$ cat config.mk
export PLATFORM = sky130hd
export DESIGN_NAME = cfu_mac_unit
export DESIGN_NICKNAME = d
export VERILOG_FILES = /design/src/rtl/cfu_types_pkg.sv /design/src/rtl/cfu_resp_fifo.sv /design/src/rtl/cfu_mac_unit.sv
export SDC_FILE = /design/constraint.sdc
export NUM_CORES = 2
export LEC_CHECK = 0
export CAP_MARGIN = 10
export CORE_ASPECT_RATIO = 0.75
export CORE_MARGIN = 4
export CORE_UTILIZATION = 45
export DETAILED_ROUTE_END_ITERATION = 8
export PLACE_DENSITY = 0.7
export SETUP_SLACK_MARGIN = 0.2
export SLEW_MARGIN = 20
export SYNTH_ARGS = -nofsm -noshare
export SYNTH_HDL_FRONTEND = slang
export SYNTH_SLANG_ARGS = --single-unit
$ cat constraint.sdc
create_clock -name clk -period 7.4 [get_ports clk]
set_clock_uncertainty 0.05 [all_clocks]
set_input_delay 1.48 -clock clk [delete_from_list [all_inputs] [get_ports clk]]
set_output_delay 1.48 -clock clk [all_outputs]
set_load 0.005 [all_outputs]
$ cat src/rtl/cfu_types_pkg.sv
// cfu_types: status codes, function codes, response payload and helpers shared by cfu_mac_unit
package cfu_types;
   localparam int CFU_REQ_ID_W = 4;
   localparam int CFU_STATUS_W = 3;
   localparam int CFU_DATA_W   = 32;
   localparam logic [CFU_STATUS_W-1:0] CFU_STATUS_OK      = 3'd0;
   localparam logic [CFU_STATUS_W-1:0] CFU_STATUS_ERR_CFU = 3'd1;
   localparam logic [CFU_STATUS_W-1:0] CFU_STATUS_ERR_OP  = 3'd2;
   typedef enum logic [2:0] {
      FUNC_ADD    = 3'd0,
      FUNC_MAC    = 3'd1,
      FUNC_ACC_RD = 3'd2,
      FUNC_ACC_WR = 3'd3,
      FUNC_POPCNT = 3'd4
   } cfu_func_t;
   typedef struct packed {
      logic [CFU_REQ_ID_W-1:0] id;
      logic [CFU_STATUS_W-1:0] status;
      logic [CFU_DATA_W-1:0]   data;
   } cfu_resp_t;
   function automatic logic [CFU_DATA_W-1:0] cfu_popcnt(input logic [CFU_DATA_W-1:0] x);
      logic [CFU_DATA_W-1:0] r;
      r = '0;
      for (int i = 0; i < CFU_DATA_W; i++) r = r + CFU_DATA_W'(x[i]);
      return r;
   endfunction
endpackage

$ cat src/rtl/cfu_resp_fifo.sv
// cfu_resp_fifo: in-order response buffer; count feeds the unit's request credit check
module cfu_resp_fifo
   import cfu_types::*;
#(
   parameter int DEPTH = 4
)(
   input  logic                     clk,
   input  logic                     rst,
   input  logic                     push,
   input  cfu_resp_t                push_data,
   input  logic                     pop,
   output logic                     out_valid,
   output cfu_resp_t                out_data,
   output logic [$clog2(DEPTH):0]   count
);
   localparam int AW = $clog2(DEPTH);
   cfu_resp_t mem_q [DEPTH];
   cfu_resp_t mem_d [DEPTH];
   logic [AW-1:0] wr_q, wr_d, rd_q, rd_d;
   logic [AW:0] count_q, count_d;
   logic take;
   assign out_valid = count_q != '0;
   assign out_data  = mem_q[rd_q];
   assign count     = count_q;
   assign take      = pop && out_valid;
   always_comb begin
      mem_d = mem_q;
      if (push) mem_d[wr_q] = push_data;
      wr_d    = wr_q + AW'(push);
      rd_d    = rd_q + AW'(take);
      count_d = count_q + (AW+1)'(push) - (AW+1)'(take);
   end
   always_ff @(posedge clk or negedge rst) begin
      if (!rst) begin
         mem_q   <= '{default: '0};
         wr_q    <= '0;
         rd_q    <= '0;
         count_q <= '0;
      end else begin
         mem_q   <= mem_d;
         wr_q    <= wr_d;
         rd_q    <= rd_d;
         count_q <= count_d;
      end
   end
   // credits upstream must make an overflowing push impossible
   assert property (@(posedge clk) disable iff (!rst) !(push && !take && count_q == (AW+1)'(DEPTH)));
endmodule

$ cat src/rtl/cfu_mac_unit.sv
// cfu_mac_unit: CFU integer/MAC unit with per-state accumulators and a credited response FIFO.
// Define CFU_MAC_SATURATE_EN for signed saturating MAC; default build wraps.
module cfu_mac_unit
   import cfu_types::*;
#(
   parameter int REQ_ID_W   = CFU_REQ_ID_W,
   parameter int CFU_ID_W   = 4,
   parameter int STATE_ID_W = 2,
   parameter int FUNC_ID_W  = 3,
   parameter int INSN_W     = 32,
   parameter int DATA_W     = CFU_DATA_W,
   parameter int STATUS_W   = CFU_STATUS_W,
   parameter int CFU_ID     = 0,
   parameter int RESP_DEPTH = 4
)(
   input  logic                  clk,
   input  logic                  rst,
   input  logic                  req_en,
   input  logic                  req_valid,
   output logic                  req_ready,
   input  logic                  req_cfu_csr,
   input  logic [REQ_ID_W-1:0]   req_id,
   input  logic [CFU_ID_W-1:0]   req_cfu,
   input  logic [STATE_ID_W-1:0] req_state,
   input  logic [FUNC_ID_W-1:0]  req_func,
   input  logic [INSN_W-1:0]     req_insn,
   input  logic [DATA_W-1:0]     req_data0,
   input  logic [DATA_W-1:0]     req_data1,
   output logic                  resp_valid,
   input  logic                  resp_ready,
   output logic [REQ_ID_W-1:0]   resp_id,
   output logic [STATUS_W-1:0]   resp_status,
   output logic [DATA_W-1:0]     resp_data
);
   localparam int CW = $clog2(RESP_DEPTH) + 1;
   logic accept, ok, insn_unused;
   logic [CW-1:0] fifo_count;
   logic s1_v_q, s1_v_d;
   logic [REQ_ID_W-1:0] s1_id_q, s1_id_d;
   logic [STATE_ID_W-1:0] s1_state_q, s1_state_d;
   logic [FUNC_ID_W-1:0] s1_func_q, s1_func_d;
   logic [STATUS_W-1:0] s1_status_q, s1_status_d;
   logic [DATA_W-1:0] s1_a_q, s1_a_d, s1_b_q, s1_b_d, s1_prod_q, s1_prod_d;
   logic [DATA_W-1:0] acc_q [2**STATE_ID_W];
   logic [DATA_W-1:0] acc_d [2**STATE_ID_W];
   logic [DATA_W-1:0] cur, mac, res;
`ifdef CFU_MAC_SATURATE_EN
   logic [DATA_W:0] sum;
`endif
   cfu_resp_t push_data, out_data;
   assign insn_unused = ^req_insn;
   // everything accepted but not yet consumed holds a FIFO slot, so S1 never stalls
   assign req_ready = rst && req_en && ({1'b0, fifo_count} + (CW+1)'(s1_v_q) < (CW+1)'(RESP_DEPTH));
   assign accept    = req_valid && req_ready;
   always_comb begin
      s1_v_d      = accept;
      s1_id_d     = req_id;
      s1_state_d  = req_state;
      s1_func_d   = req_func;
      s1_a_d      = req_data0;
      s1_b_d      = req_data1;
      s1_prod_d   = req_data0 * req_data1;
      s1_status_d = req_cfu != CFU_ID_W'(CFU_ID) ? CFU_STATUS_ERR_CFU
                  : (req_cfu_csr || req_func > FUNC_ID_W'(FUNC_POPCNT)) ? CFU_STATUS_ERR_OP
                  : CFU_STATUS_OK;
   end
   always_comb begin
      acc_d = acc_q;
      cur   = acc_q[s1_state_q];
      ok    = s1_v_q && s1_status_q == CFU_STATUS_OK;
`ifdef CFU_MAC_SATURATE_EN
      sum = {cur[DATA_W-1], cur} + {s1_prod_q[DATA_W-1], s1_prod_q};
      mac = sum[DATA_W] != sum[DATA_W-1] ? {sum[DATA_W], {(DATA_W-1){~sum[DATA_W]}}} : sum[DATA_W-1:0];
`else
      mac = cur + s1_prod_q;
`endif
      res = s1_func_q == FUNC_ADD ? s1_a_q + s1_b_q
          : s1_func_q == FUNC_MAC ? mac
          : (s1_func_q == FUNC_ACC_RD || s1_func_q == FUNC_ACC_WR) ? cur
          : s1_func_q == FUNC_POPCNT ? cfu_popcnt(s1_a_q)
          : '0;
      res = ok ? res : '0;
      if (ok && s1_func_q == FUNC_MAC) acc_d[s1_state_q] = mac;
      if (ok && s1_func_q == FUNC_ACC_WR) acc_d[s1_state_q] = s1_a_q;
   end
   assign push_data = '{id: s1_id_q, status: s1_status_q, data: res};
   always_ff @(posedge clk or negedge rst) begin
      if (!rst) begin
         s1_v_q      <= 1'b0;
         s1_id_q     <= '0;
         s1_state_q  <= '0;
         s1_func_q   <= '0;
         s1_status_q <= '0;
         s1_a_q      <= '0;
         s1_b_q      <= '0;
         s1_prod_q   <= '0;
         acc_q       <= '{default: '0};
      end else begin
         s1_v_q      <= s1_v_d;
         s1_id_q     <= s1_id_d;
         s1_state_q  <= s1_state_d;
         s1_func_q   <= s1_func_d;
         s1_status_q <= s1_status_d;
         s1_a_q      <= s1_a_d;
         s1_b_q      <= s1_b_d;
         s1_prod_q   <= s1_prod_d;
         acc_q       <= acc_d;
      end
   end
   cfu_resp_fifo #(.DEPTH(RESP_DEPTH)) u_fifo (
      .clk       (clk),
      .rst       (rst),
      .push      (s1_v_q),
      .push_data (push_data),
      .pop       (resp_ready),
      .out_valid (resp_valid),
      .out_data  (out_data),
      .count     (fifo_count)
   );
   assign resp_id     = out_data.id;
   assign resp_status = out_data.status;
   assign resp_data   = out_data.data;
endmodule

# --- Word-level counts from Yosys, hierarchy flattened ---
# Index checks and enable logic that the tools add are counted.
op_classes:
  add_sub_neg: 38
  multipliers: 1
  magnitude_cmp: 7
  n_eq_ne: 4
  mux: 22
  bitwise: 3
  n_reduce_logical: 15
op_table:
  columns: ["op", "n"]
  rows:
  - ["$bwmux W128", 2]
  - ["$mux W128", 2]
  - ["$mux W32", 8]
  - ["$bwmux W156", 1]
  - ["$mux W39", 3]
  - ["$bmux W39 S2", 1]
  - ["$demux W39 S2", 1]
  - ["$add A32 B32 Y32", 2]
  - ["$bmux W32 S2", 1]
  - ["$demux W32 S2", 1]
  - ["$add A31 B1 Y32", 1]
  - ["$mul A32 B32 Y32", 1]
  - ["$add A30 B1 Y31", 1]
  - ["$add A29 B1 Y30", 1]
  - ["$add A28 B1 Y29", 1]
  - ["$add A27 B1 Y28", 1]
  - ["$add A26 B1 Y27", 1]
  - ["$add A25 B1 Y26", 1]
  - ["$add A24 B1 Y25", 1]
  - ["$add A23 B1 Y24", 1]
  - ["$add A22 B1 Y23", 1]
  - ["$add A21 B1 Y22", 1]
  - ["$add A20 B1 Y21", 1]
  - ["$add A19 B1 Y20", 1]
  - ["other kinds (35)", 54]
word_totals:
  regBits: 399
  inputBits: 115
  out_inout_bits: 41
  wordCells: 117

# --- Longest topological paths before layout ---
logic_depth:
  ltp_word: 37
  depth_mapped: 28
  depth_no_buf: 26

# --- Hierarchy ---
# Synthesis repeated with hierarchy kept, for this count alone.
hier_totals:
  cells_unflattened: 3550
  hier_area_um2: 36462.5
by_module_without_submodules:
  columns: ["mod", "n_inst", "cells_per_inst", "area_per_inst_um2", "seq_area_each_um2"]
  rows:
  - ["cfu_mac_unit", 1, 3148, 29444.5, 5905.7]
  - ["cfu_resp_fifo", 1, 402, 7018.0, 4078.9]

# --- Least setup slack after synthesis ---
# Ideal clock, no wire load.
synth_path:
  path_type: "input -> register"
  from: "input req_data0[13]"
  to: "register s1_prod_q[30]"
  arrival_ps: 7976
  required_ps: 7226
  slack_ps: -750
  path_stages: 24
  path_cell_list: "clkbuf_1 -> clkbuf_1 -> nand2_1 -> fa_1 -> fa_1 -> inv_1 -> fa_1 -> inv_1 -> fa_1 -> fa_1 -> fa_1 -> inv_1 -> fa_1 -> fa_1 -> ha_1 -> and3_1 -> nor2b_1 -> a22oi_1 -> o211ai_1 -> a21oi_1 -> o31ai_1 -> a41oi_1 -> nor3b_1 -> a211o_1"
synth_between:
  elab_chain_cells: 1
synth_lines:
  columns: ["item", "line", "text"]
  rows:
  - ["start, declared", "cfu_mac_unit.sv:27", "input logic [DATA_W-1:0] req_data0,"]
  - ["$mul A32 B32 Y32", "cfu_mac_unit.sv:62", "s1_prod_d = req_data0 * req_data1;"]
  - ["via s1_prod_d[30]", "cfu_mac_unit.sv:43", "logic [DATA_W-1:0] s1_a_q, s1_a_d, s1_b_q, s1_b_d, s1_prod_q, s1_prod_d;"]
  - ["end signal, assigned", "cfu_mac_unit.sv:106", "s1_prod_q <= s1_prod_d;"]
  - ["end, declared", "cfu_mac_unit.sv:43", null]
# The timed path passes the listed nets, and every way through them passes these cells.
# A chain may end at the register's enable or synchronous reset.

# --- Final worst setup path ---
layout_path:
  from: "input req_data1[3]"
  to: "register s1_prod_q[30]"
layout_between:
  elab_chain_cells: 1
layout_lines:
  columns: ["item", "line", "text"]
  rows:
  - ["start, declared", "cfu_mac_unit.sv:28", "input logic [DATA_W-1:0] req_data1,"]
  - ["$mul A32 B32 Y32", "cfu_mac_unit.sv:62", null]
  - ["via s1_prod_d[30]", "cfu_mac_unit.sv:43", null]
# The timed path passes the listed nets, and every way through them passes these cells.

==> impl_table.tex <==
\begin{tabular}{lr}
\hline
Metric & Value \\
\hline
\multicolumn{2}{l}{\textbf{Die}} \\
\quad Core area & 0.0792 mm2 \\
\quad Initial standard-cell utilization of the core & roughly 46\% \\
\quad Die boundary height & 253 um \\
\quad Die footprint & 0.0849 mm2 \\
\quad Number of placed I/O pins & 156 \\
\quad Number of core rows & 89 \\
\quad X dimension of the die & 335 um \\
\multicolumn{2}{l}{\textbf{Status}} \\
\quad Violations in the final reports & setup timing \\
\quad Status & finished with violations \\
\multicolumn{2}{l}{\textbf{Timing}} \\
\quad Final hold violation count & 0 \\
\quad Tightest Pin Transition & 1060 ps \\
\quad F\_max & 0.135 GHz \\
\quad Total negative slack for setup checks & -17.4 ps \\
\quad Post-Route Hold Slack & 424 ps \\
\quad Shortest period the worst path allows & 7420 ps \\
\quad Final period utilization & 100\% \\
\quad Setup repair after global routing missed its margin & true \\
\quad Number of setup violations in the final report & 2 \\
\quad Worst setup slack after layout & -15.2 ps \\
\quad Worst-case headroom to the max-slew limit & 28.7\% \\
\quad Number of max-slew violations in the final report & 0 \\
\multicolumn{2}{l}{\textbf{Synth}} \\
\quad Count of unique library cells instantiated by Yosys & 75 \\
\quad Number of warnings reported in the yosys synthesis log & 0 \\
\quad \#FFs+latches synth & roughly 400 \\
\quad Most repeated cell in the gate-level netlist after synthesis & nand2\_1 \\
\quad Avg Synthesized Cell Area & $\sim$9.9 um2 \\
\quad Top post-synthesis cells by area & dfrtp\_1 (27\%), fa\_1 (24\%), ha\_1 (6.8\%), nand2\_1 (5.3\%), and2\_1 (5.1\%) \\
\quad Share of the synthesized area in the top cell type & roughly 27\% \\
\quad Syn nets & roughly 4400 \\
\quad EDFF count, synth & 0 \\
\quad Mapped Area & 0.0361 mm2 \\
\quad Top cells by instance count after synthesis & nand2\_1 (515), inv\_1 (455), fa\_1 (435) \\
\quad Share of synthesized area occupied by flip-flops and latches & 27.4\% \\
\quad Number of instances in the synthesized netlist & 3651 \\
\quad Fraction of registers with async set/reset & 100\% \\
\quad Most frequently used flop master after synthesis & dfrtp\_1 \\
\quad Top cell type by total area after synthesis & dfrtp\_1 \\
\multicolumn{2}{l}{\textbf{Clock tree}} \\
\quad Clock transition at path regs & around 60 ps \\
\quad Number of buffers added by the clock tree synthesis step & 41 \\
\quad Maximum level of the CTS H-tree & 2 \\
\quad Number of sinks driven by the clock tree & 395 \\
\quad Post-CTS Hold Buffers & 0 \\
\quad Clock root buffer & clkbuf\_16 \\
\quad Insertion delay to the later sink of the worst-skew pair & 570 ps \\
\quad Bufs on Longest Clock Path & 3 \\
\quad Clock tree from TritonCTS & yes \\
\multicolumn{2}{l}{\textbf{Drt}} \\
\quad Total detailed-routing wirelength & 107000 um \\
\quad Via density per instance & 5.55 \\
\quad Vias & 27900 \\
\quad Post-route DRC & 0 \\
\quad Antenna viol nets, final & 0 \\
\quad Drt initial violations & about 2800 \\
\quad First drt pass iteration count & 6 \\
\quad Routed len/inst & 21.4 um \\
\multicolumn{2}{l}{\textbf{GRT}} \\
\quad Total routing resource utilization after global routing & 25.1\% \\
\quad First-pass GRT wire length & 166000 um \\
\quad Pin count of the biggest net entering global routing & 166 \\
\quad Remaining global-route overflow & 0 \\
\quad Initial antenna violation count & 3 \\
\quad Number of global-route vias before repair & 28100 \\
\multicolumn{2}{l}{\textbf{Setup path}} \\
\quad Required time reported for the critical path endpoint & 7780 ps \\
\quad Nature of the critical path startpoint & input port \\
\quad Sort of element at the end of the critical path & flop \\
\quad Ordered cell list for the critical path & buf\_6 -> buf\_8 -> and2\_4 -> fa\_1 -> inv\_2 -> fa\_2 -> fa\_1 -> fa\_1 -> fa\_1 -> fa\_1 -> inv\_2 -> fa\_1 -> fa\_1 -> ha\_4 -> and3\_4 -> nor2b\_4 -> a22oi\_2 -> o211ai\_1 -> a21oi\_2 -> o31ai\_4 -> a41oi\_2 -> a211o\_1 \\
\quad Reg2reg path depth & 19 \\
\quad Path type of the worst setup path & in -> reg \\
\quad Reg-to-reg startpoint & s1\_a\_q[17] \\
\quad Slowest Stage Delay on Critical Path & 550 ps \\
\quad Slowest cell on crit path & fa\_1 \\
\quad Largest fanout on the critical path & 7 \\
\quad Library cell appearing most often on the critical path & fa\_1 \\
\quad Arr. time, crit path & approximately 7800 ps \\
\quad Flop-to-flop setup slack & 1480 ps \\
\quad Capture instance of the worst register-to-register path & u\_fifo.mem\_q[121] \\
\multicolumn{2}{l}{\textbf{Min path}} \\
\quad Worst hold endpoint & u\_fifo.mem\_q[45] \\
\quad Number of instances on the worst hold path & 2 \\
\quad Min-Delay Startpoint & u\_fifo.mem\_q[45] \\
\quad Hold WC Path Type & reg -> reg \\
\multicolumn{2}{l}{\textbf{Finish}} \\
\quad Final cell utilization of the core & between 50\% and 60\% \\
\quad Layout cell share with drive strength beyond 1 & 18.1\% \\
\quad Area growth, synth to finish & 19.2\% \\
\quad NumNets Final & between 4000 and 5000 \\
\quad Count of placed standard cells in the final layout, fillers left out & 5024 \\
\multicolumn{2}{l}{\textbf{Place}} \\
\quad Number of I/O port buffers & 122 \\
\quad Dpl hpwl & approximately 81000 um \\
\quad Placed instance count & 4892 \\
\quad Global placement routability congestion & 0.945 \\
\multicolumn{2}{l}{\textbf{Run}} \\
\quad Max\_cap viols & 0 \\
\hline
\end{tabular}
cells in the final DEF, fill, tap and decap left out, types with 14 or more instances in the layout:
| cell type | instances |
|---|---|
| nand2_1 | 505 |
| inv_1 | 430 |
| dfrtp_1 | 391 |
| fa_1 | 383 |
| and2_1 | 263 |
| buf_4 | 238 |
| o21ai_0 | 228 |
| ha_1 | 175 |
| a21oi_1 | 129 |
| nor2_1 | 108 |
| xnor2_1 | 96 |
| clkdlybuf4s50_1 | 80 |
| mux2i_1 | 78 |
| mux4_2 | 70 |
| buf_6 | 53 |
| fa_2 | 52 |
| xor2_1 | 46 |
| a21o_1 | 45 |
| clkbuf_16 | 44 |
| o21ai_1 | 32 |
| mux2_2 | 31 |
| a211oi_1 | 30 |
| and2_4 | 29 |
| inv_2 | 25 |
| nand3_1 | 23 |
| buf_12 | 21 |
| ha_4 | 19 |
| nand2b_1 | 17 |
| nor2b_1 | 17 |
| nor3_1 | 16 |
| o21bai_1 | 14 |
layer usage:
metal | wire length [um] | global-route usage, %
met5 | 0 | 0
met4 | 2080 | 4.48
met3 | 11600 | 5.85
met2 | 45900 | 37.0
met1 | 47800 | 38.2
worst max path at each step:
stage	cells after the start	end	from	slack [ps]
final	22	s1_prod_q[30]	req_data1[3]	-20
after global routing	27	s1_prod_q[28]	req_data1[12]	-190
after CTS	24	s1_prod_q[28]	req_data1[3]	-60
after detailed placement	22	s1_prod_q[30]	req_data0[17]	-910
after global placement	22	s1_prod_q[30]	req_data0[17]	-930
after floorplan	23	s1_prod_q[30]	req_data1[3]	-190
worst max-delay path, delay by kind of cell:
family	cells	cell delay, ps
adder cells (fa/ha/maj)	9	4260
AO/OA/AOI/OAI	6	1220
AND/OR/NAND/NOR	3	510
buffers and inverters	4	300
registers in the layout, indices dropped and copies added, names as in the netlist:
name / count
acc_q: 128
s1_a_q: 32
s1_b_q: 32
s1_func_q: 3
s1_id_q: 4
s1_prod_q: 32
s1_state_q: 2
s1_status_q: 2
s1_v_q: 1
u_fifo.count: 3
u_fifo.mem_q: 152
u_fifo.rd_q: 2
u_fifo.wr_q: 2
timing repair:
action | 4_1_cts | 5_1_grt
gates resized for setup | 229 | 131
cloned | 4 | 2
buffers inserted | 30 | 21
pin swaps | 114 | 139
endpoints found under the setup margin | 17 | 15
logic make-up after synthesis:
family | share of synthesized area, %
AO/OA/AOI/OAI | 10.3
XOR/XNOR | 3.49
adder cells (fa/ha/maj) | 30.9
buffers and inverters | 6.77
flip-flops | 27.4
multiplexers | 7.49
other | 0.0104
AND/OR/NAND/NOR | 13.7
layout make-up:
type / instances / area, um2
Fill cell: 6841 / 36100
Multi-Input combinational cell: 2607 / 24500
Sequential cell: 395 / 9890
Timing Repair Buffer: 445 / 4190
Inverter: 456 / 1710
Tap cell: 1046 / 1310
Clock buffer: 50 / 1130
Clock inverter: 23 / 303
Antenna cell: 2 / 5.00
through the flow:
stage	worst slack, ps	area [um2]
final	-15.2	43100
after global routing	-188	43100
after CTS	-64.8	42500
after detailed placement	-909	40300
after global placement	-927	40300
after floorplan	-193	36400
Power is left out: the tool's default activity adds up to more than one toggle a clock period on the data nets, which glitch-free logic cannot reach.
